File: src/rtl/ecc_apb_sequencer.sv
`timescale 1ns / 1ps
// ecc_apb_sequencer
// Command sequencer for the ECC encoder/decoder block. It accepts one operation per
// cmd_valid/cmd_ready handshake. It then writes CODEWORD_WIDTH, DATA_IN, NOISE (full
// channel only) and CTRL over APB, in that order. After the writes it waits for
// operation_done. The result, or a timeout or illegal-command status, is returned on a
// rsp_valid/rsp_ready channel.
//
// Ports:
//   clk, rst                       clock, synchronous active-high reset
//   cmd_valid/cmd_ready            command handshake
//   cmd_mode, cmd_width            operation mode and codeword width (11 = illegal)
//   cmd_data, cmd_noise            DATA_IN and NOISE register values
//   PADDR/PWDATA/PSEL/PENABLE/PWRITE  registered APB write master (no PREADY)
//   operation_done, data_out, num_of_errors  completion interface from the ECC block
//   rsp_valid/rsp_ready            response handshake
//   rsp_data, rsp_errors, rsp_status  captured result; status 00 ok, 01 timeout, 10 illegal
//   busy                           high whenever the sequencer is not idle
module ecc_apb_sequencer #(
   parameter int AMBA_ADDR_WIDTH = 20,
   parameter int AMBA_WORD       = 32,
   parameter int DATA_WIDTH      = 32,
   parameter int TIMEOUT_CYCLES  = 16
) (
   input  logic                       clk,
   input  logic                       rst,
   input  logic                       cmd_valid,
   output logic                       cmd_ready,
   input  logic [1:0]                 cmd_mode,
   input  logic [1:0]                 cmd_width,
   input  logic [AMBA_WORD-1:0]       cmd_data,
   input  logic [AMBA_WORD-1:0]       cmd_noise,
   output logic [AMBA_ADDR_WIDTH-1:0] PADDR,
   output logic [AMBA_WORD-1:0]       PWDATA,
   output logic                       PSEL,
   output logic                       PENABLE,
   output logic                       PWRITE,
   input  logic                       operation_done,
   input  logic [DATA_WIDTH-1:0]      data_out,
   input  logic [1:0]                 num_of_errors,
   output logic                       rsp_valid,
   input  logic                       rsp_ready,
   output logic [DATA_WIDTH-1:0]      rsp_data,
   output logic [1:0]                 rsp_errors,
   output logic [1:0]                 rsp_status,
   output logic                       busy
);

   localparam logic [2:0] StIdle   = 3'd0;
   localparam logic [2:0] StSetup  = 3'd1;
   localparam logic [2:0] StAccess = 3'd2;
   localparam logic [2:0] StWait   = 3'd3;
   localparam logic [2:0] StResp   = 3'd4;

   localparam logic [AMBA_ADDR_WIDTH-1:0] ADDR_CTRL  = AMBA_ADDR_WIDTH'(4'h0);
   localparam logic [AMBA_ADDR_WIDTH-1:0] ADDR_DATA  = AMBA_ADDR_WIDTH'(4'h4);
   localparam logic [AMBA_ADDR_WIDTH-1:0] ADDR_WIDTH = AMBA_ADDR_WIDTH'(4'h8);
   localparam logic [AMBA_ADDR_WIDTH-1:0] ADDR_NOISE = AMBA_ADDR_WIDTH'(4'hC);

   localparam logic [7:0] CNT_LAST = 8'(TIMEOUT_CYCLES - 1);

   localparam logic [1:0] STATUS_OK      = 2'b00;
   localparam logic [1:0] STATUS_TIMEOUT = 2'b01;
   localparam logic [1:0] STATUS_ILLEGAL = 2'b10;

   logic [2:0]                 state_q, state_d;
   logic [1:0]                 idx_q, idx_d;
   logic [1:0]                 mode_q, mode_d;
   logic [1:0]                 width_q, width_d;
   logic [AMBA_WORD-1:0]       data_q, data_d;
   logic [AMBA_WORD-1:0]       noise_q, noise_d;
   logic [7:0]                 cnt_q, cnt_d;
   logic [AMBA_ADDR_WIDTH-1:0] paddr_q, paddr_d;
   logic [AMBA_WORD-1:0]       pwdata_q, pwdata_d;
   logic                       psel_q, psel_d;
   logic                       penable_q, penable_d;
   logic                       pwrite_q, pwrite_d;
   logic [DATA_WIDTH-1:0]      rsp_data_q, rsp_data_d;
   logic [1:0]                 rsp_errors_q, rsp_errors_d;
   logic [1:0]                 rsp_status_q, rsp_status_d;

   // Address/data of the write that follows the current one (index 1..3). Index 0 is
   // always CODEWORD_WIDTH and is issued straight from the command inputs in IDLE.
   logic [1:0]                 nxt_idx;
   logic [1:0]                 last_idx;
   logic [AMBA_ADDR_WIDTH-1:0] wr_addr;
   logic [AMBA_WORD-1:0]       wr_data;

   always_comb begin
      nxt_idx  = idx_q + 2'd1;
      last_idx = (mode_q == 2'b10) ? 2'd3 : 2'd2;
      // CTRL is the default: it is always the final write.
      wr_addr  = ADDR_CTRL;
      wr_data  = {{(AMBA_WORD-2){1'b0}}, mode_q};
      case (nxt_idx)
         2'd1: begin
            wr_addr = ADDR_DATA;
            wr_data = data_q;
         end
         2'd2: begin
            if (mode_q == 2'b10) begin
               wr_addr = ADDR_NOISE;
               wr_data = noise_q;
            end
         end
         default: ;
      endcase
   end

   always_comb begin
      state_d      = state_q;
      idx_d        = idx_q;
      mode_d       = mode_q;
      width_d      = width_q;
      data_d       = data_q;
      noise_d      = noise_q;
      cnt_d        = cnt_q;
      paddr_d      = paddr_q;
      pwdata_d     = pwdata_q;
      psel_d       = psel_q;
      penable_d    = penable_q;
      pwrite_d     = pwrite_q;
      rsp_data_d   = rsp_data_q;
      rsp_errors_d = rsp_errors_q;
      rsp_status_d = rsp_status_q;

      case (state_q)
         StIdle: begin
            if (cmd_valid) begin
               mode_d  = cmd_mode;
               width_d = cmd_width;
               data_d  = cmd_data;
               noise_d = cmd_noise;
               if ((cmd_mode == 2'b11) || (cmd_width == 2'b11)) begin
                  rsp_status_d = STATUS_ILLEGAL;
                  rsp_data_d   = '0;
                  rsp_errors_d = '0;
                  state_d      = StResp;
               end else begin
                  idx_d     = 2'd0;
                  psel_d    = 1'b1;
                  penable_d = 1'b0;
                  pwrite_d  = 1'b1;
                  paddr_d   = ADDR_WIDTH;
                  pwdata_d  = {{(AMBA_WORD-2){1'b0}}, cmd_width};
                  state_d   = StSetup;
               end
            end
         end
         StSetup: begin
            penable_d = 1'b1;
            state_d   = StAccess;
         end
         StAccess: begin
            if (idx_q != last_idx) begin
               idx_d     = nxt_idx;
               psel_d    = 1'b1;
               penable_d = 1'b0;
               pwrite_d  = 1'b1;
               paddr_d   = wr_addr;
               pwdata_d  = wr_data;
               state_d   = StSetup;
            end else begin
               psel_d    = 1'b0;
               penable_d = 1'b0;
               pwrite_d  = 1'b0;
               cnt_d     = '0;
               state_d   = StWait;
            end
         end
         StWait: begin
            // A done on the last counted cycle takes priority over the timeout.
            if (operation_done) begin
               rsp_data_d   = data_out;
               rsp_errors_d = num_of_errors;
               rsp_status_d = STATUS_OK;
               state_d      = StResp;
            end else if (cnt_q == CNT_LAST) begin
               rsp_data_d   = '0;
               rsp_errors_d = '0;
               rsp_status_d = STATUS_TIMEOUT;
               state_d      = StResp;
            end else begin
               cnt_d = cnt_q + 8'd1;
            end
         end
         StResp: begin
            if (rsp_ready) begin
               state_d = StIdle;
            end
         end
         default: begin
            psel_d    = 1'b0;
            penable_d = 1'b0;
            pwrite_d  = 1'b0;
            state_d   = StIdle;
         end
      endcase
   end

   always_ff @(posedge clk) begin
      if (rst) begin
         state_q      <= StIdle;
         idx_q        <= '0;
         mode_q       <= '0;
         width_q      <= '0;
         data_q       <= '0;
         noise_q      <= '0;
         cnt_q        <= '0;
         paddr_q      <= '0;
         pwdata_q     <= '0;
         psel_q       <= 1'b0;
         penable_q    <= 1'b0;
         pwrite_q     <= 1'b0;
         rsp_data_q   <= '0;
         rsp_errors_q <= '0;
         rsp_status_q <= '0;
      end else begin
         state_q      <= state_d;
         idx_q        <= idx_d;
         mode_q       <= mode_d;
         width_q      <= width_d;
         data_q       <= data_d;
         noise_q      <= noise_d;
         cnt_q        <= cnt_d;
         paddr_q      <= paddr_d;
         pwdata_q     <= pwdata_d;
         psel_q       <= psel_d;
         penable_q    <= penable_d;
         pwrite_q     <= pwrite_d;
         rsp_data_q   <= rsp_data_d;
         rsp_errors_q <= rsp_errors_d;
         rsp_status_q <= rsp_status_d;
      end
   end

   assign PADDR      = paddr_q;
   assign PWDATA     = pwdata_q;
   assign PSEL       = psel_q;
   assign PENABLE    = penable_q;
   assign PWRITE     = pwrite_q;
   assign cmd_ready  = (state_q == StIdle);
   assign rsp_valid  = (state_q == StResp);
   assign busy       = (state_q != StIdle);
   assign rsp_data   = rsp_data_q;
   assign rsp_errors = rsp_errors_q;
   assign rsp_status = rsp_status_q;

endmodule

File: config.mk
export PLATFORM = sky130hd
export DESIGN_NAME = ecc_apb_sequencer
export DESIGN_NICKNAME = d
export VERILOG_FILES = /design/src/rtl/ecc_apb_sequencer.sv
export SDC_FILE = /design/constraint.sdc
export NUM_CORES = 1
export LEC_CHECK = 0
export ABC_AREA = 1
export CAP_MARGIN = 0
export CORE_MARGIN = 8
export CORE_UTILIZATION = 65
export CTS_BUF_LIST = sky130_fd_sc_hd__clkbuf_4
export CTS_CLUSTER_DIAMETER = 60
export DETAILED_ROUTE_END_ITERATION = 6
export DONT_BUFFER_PORTS = 1
export PLACE_DENSITY = 0.81
export SYNTH_ARGS = -nofsm -noshare
export SYNTH_HDL_FRONTEND = slang
export SYNTH_SLANG_ARGS = --single-unit
export TNS_END_PERCENT = 1
File: constraint.sdc
create_clock -name clk -period 3.3 [get_ports clk]
set_clock_uncertainty 0.05 [all_clocks]
set_input_delay 0.66 -clock clk [delete_from_list [all_inputs] [get_ports clk]]
set_output_delay 0.66 -clock clk [all_outputs]
set_load 0.05 [all_outputs]
# Word-level counts from Yosys, hierarchy flattened
# Index checks and enable logic that the tools add are counted.
dict set report word_totals {
  ff_bits 169
  in_bits 107
  elab_cells 102
}
dict set report op_classes {
  add_sub_neg 2
  n_eq_ne 20
  n_mux 50
  bitwise 2
  n_reduce_logical 15
}
# cell n
set op_table {}
lappend op_table {{$mux W32} 8}
lappend op_table {{$pmux W32 S2} 3}
lappend op_table {{$mux W20} 3}
lappend op_table {{$pmux W20 S2} 1}
lappend op_table {{$mux W2} 12}
lappend op_table {{$mux W8} 3}
lappend op_table {{$pmux W8 S2} 1}
lappend op_table {{$mux W3} 5}
lappend op_table {{$pmux W3 S5} 1}
lappend op_table {{$ne A2 B2 Y1 const B} 6}
lappend op_table {{$pmux W2 S2} 3}
lappend op_table {{$reduce_and A4 Y1} 3}
lappend op_table {{$reduce_and A3 Y1} 3}
lappend op_table {{$add A8 B1 Y8 const B} 1}
lappend op_table {{$eq A2 B2 Y1 const B} 4}
lappend op_table {{$eq A8 B4 Y1 const B} 1}
lappend op_table {{$pmux W4 S2} 1}
lappend op_table {{$eq A3 B2 Y1 const B} 2}
lappend op_table {{$mux W1} 6}
lappend op_table {{$pmux W1 S3} 2}
lappend op_table {{$reduce_bool A2 Y1} 3}
lappend op_table {{$mux W4} 1}
lappend op_table {{$ne A2 B1 Y1 const B} 2}
lappend op_table {{$eq A3 B1 Y1 const B} 1}
lappend op_table {{other kinds (12)} 13}

# Longest topological paths before layout
dict set report logic_depth {
  word_depth 5
  depth_mapped 10
  depth_no_buf 10
}

# Worst setup path before layout
# Ideal clock, no wire load.
dict set report synth_timing {
  kind {register -> output}
  start {reg state_q[0]}
  end {out cmd_ready}
  arrival_ps 1494
  t_required_ps 2590
  slack_ps 1096
  stages_incl_launch_ff 6
  cell_sequence {dfxtp_1 > nor2_4 > nand2_1 > inv_1 > buf_2 > buf_2}
}
dict set report synth_via {
  elab_chain_cells 1
}
# item line
set synth_rtl {}
lappend synth_rtl {{from (decl)} 66} ;# logic [2:0] state_q, state_d;
lappend synth_rtl {{from (signal assigned)} 203} ;# state_q <= StIdle;
lappend synth_rtl {{from (signal assigned)} 219} ;# state_q <= state_d;
lappend synth_rtl {{$logic_not A3 Y1} 242} ;# assign cmd_ready = (state_q == StIdle);
lappend synth_rtl {{to (decl)} 28} ;# output logic cmd_ready,
# No other way between the ends.

# Final worst setup path
# Ends and elaborated chain as after synthesis.

==> results.json <==
{
  "status": "complete, no violations",
  "die_area_um2": 13270,
  "synth_area_leader_cell": "dfxtp_1",
  "worstHoldStart": "rst",
  "cap_violations": 0,
  "cp-start-kind": "flop",
  "grt_start_max_net_pins": 62,
  "synth.avg_cell_area_um2": 7.200,
  "ir_drop_mv": 0.3061,
  "synth_seq_area_share_pct": 47.28,
  "grt_pass1_wl_mm": 25.29,
  "cp_max_fo": 19,
  "final_common_cell": "nand2_1",
  "clock-sinks": 151,
  "wirelength_mm": 15.94,
  "cts.reportedPaths.clkPinSlew_ps": 120,
  "crit_start": "state_q[0]",
  "end_kind": "output pin",
  "viasPerCell": 5.480,
  "drive_above_1_share_pct": 6.567,
  "finalSetupViolCount": 0,
  "areaGrowthSynthToFinish_pct": 3.581,
  "finalCritPeriodShare_pct": 84.97,
  "ios": 201,
  "post_cts_buffers": 0,
  "cts_max_level": 4,
  "yosys-top-cells-area": "dfxtp_1 (47%), nand2_1 (13%), a21oi_1 (11%)",
  "dp_hpwl_mm": 11.32,
  "synth.distinct_cells": 28,
  "tightest_slew_ps": 1149,
  "synth_top_area_share_pct": 47.28,
  "final_hold_viol_count": 0,
  "stdcell_count": 1001,
  "final_cell_mix": "nand2_1 (213), dfxtp_1 (151), a21oi_1 (137), inv_1 (88), nor2_1 (69)",
  "reg2reg_from": "state_q[0]",
  "portBuffers": 0,
  "crit_required_ps": 2590,
  "endpoint": "cmd_ready",
  "drtPass1Iterations": 6,
  "synthCells": 888,
  "power.total_uw": 4463,
  "tns_ps": 0,
  "grt_pass1_vias": 5289,
  "ant_nets": 0,
  "gr-total-overflow": 0,
  "cp.arrival_ps": 2090,
  "worstSkewPairLatency_ps": 530,
  "final_area_um2": 6623,
  "grt_antenna_before_repair": 0,
  "reg2reg_depth": 9,
  "cts_hold_buffers": 0,
  "timing.rr.end": "PWDATA[14]",
  "cts_resized": 0,
  "synth_area_um2": 6394,
  "numCtsBuffers": 17,
  "fmax_mhz": 356.6,
  "drc_errors": 0,
  "wl_per_cell_um": 15.92,
  "relSlewSlack_pct": 23.34,
  "r2r_slack_ps": 880,
  "cts-root-buf": "clkbuf_4",
  "core.rowCount": 36,
  "final_nets": 965,
  "fin_ws_ps": 495.9,
  "drt_first_iter_violations": 511,
  "antenna_cells": 0,
  "core_area_um2": 9684,
  "ys_ff_latch": 151,
  "p_leak_uw": 0.002687,
  "gp_routability_congestion": 0.8144,
  "yosys_warnings": 0,
  "start_util_pct": 66.02,
  "path_class": "reg2out",
  "dp_slack_ps": 929.3,
  "drv_slew": 0,
  "vias": 5485,
  "min_path_type": "in2reg",
  "die_h_um": 115.2,
  "powerDensity_nw_per_um2": 674.0,
  "rsz0062_at_grt": "no",
  "placedCellCount": 969,
  "finalCriticalPeriod_ps": 2804,
  "fp.dieW_um": 115.2,
  "max-clock-path-buffers": 2,
  "grt.total_usage_pct": 23.97,
  "cts_tree": "built",
  "placed_cell_area_um2": 6275
}
## flip-flops by register name, summed over array words and instances, names as in the netlist
| signal | flops |
|---|---|
| PADDR | 2 |
| noise_q | 32 |
| PWDATA | 32 |
| rsp_status | 2 |
| cnt_q | 8 |
| mode_q | 2 |
| rsp_data | 32 |
| PENABLE | 1 |
| state_q | 3 |
| rsp_errors | 2 |
| data_q | 32 |
| PWRITE | 1 |
| idx_q | 2 |
## cell usage after synthesis
cell type	number
o21ai_0	61
inv_2	4
nand2_2	3
buf_6	5
nor2_1	69
nand3b_1	1
nand3b_2	1
o22ai_1	19
conb_1	1
nor2_4	2
a21oi_1	137
dfxtp_1	151
o211ai_1	1
nand4_1	1
xor2_1	1
nand3_4	2
nand3_2	1
inv_4	1
buf_2	16
inv_1	89
buf_4	20
clkbuf_1	34
or2_2	1
nand3_1	47
nand2_1	214
nor2_2	2
ha_1	3
and3_1	1
## logic make-up (layout without fill, tap and decap cells)
kind of cell	Yosys count	after routing	share of synthesized area [%]
other	1	18	0.05865
buffers and inverters	169	132	12.04
AO/OA/AOI/OAI	218	218	17.48
flip-flops	151	151	47.28
adder cells (fa/ha/maj)	3	3	0.5871
XOR/XNOR	1	1	0.1370
AND/OR/NAND/NOR	345	345	22.43
## power breakdown
part / internal, uW / switching [uW]
registers: 2000 / 362
logic: 219 / 538
clock network: 704 / 642
total: 2920 / 1540
## how the worst min path moves through the flow
stage                   endpoint  cells past startpoint
floorplan            noise_q[10]                      2
global placement      noise_q[7]                      2
detailed placement   noise_q[31]                      2
CTS                 rsp_data[30]                      1
global route        rsp_data[14]                      1
finish               rsp_data[2]                      1
## routing by layer
metal / up-vias / global-route usage [%] / wire length (um)
met4: 0 / 9.019 / 255
met1: 2486 / 27.79 / 6295
met2: 238 / 38.46 / 7416
met3: 21 / 10.35 / 1969
li1: 2740 / - / -
met5: - / 0 / 0
## critical path: stages (launching register included)
cell	delay (ps)
dfxtp_1	390
nor2_4	190
nand2_1	370
inv_1	250
buf_4	350
## per-stage QoR
step                util (%)  hold WS [ps]
floorplan                  -         374.5
global placement       64.79         389.7
detailed placement     64.79         394.8
CTS                    68.38         80.72
global route           68.38         56.01
finish                 68.38         122.3
## cell type report
class,instances,area [um^2]
fillers,819,3062
flip-flops and latches,151,3023
multi-input cells,585,2673
inverters,94,355.3
clock inverters,12,197.7
well taps,133,166.4
clock buffers,20,150.1
repair buffers,6,57.56
No activity file was read; power rests on OpenSTA's default activity.
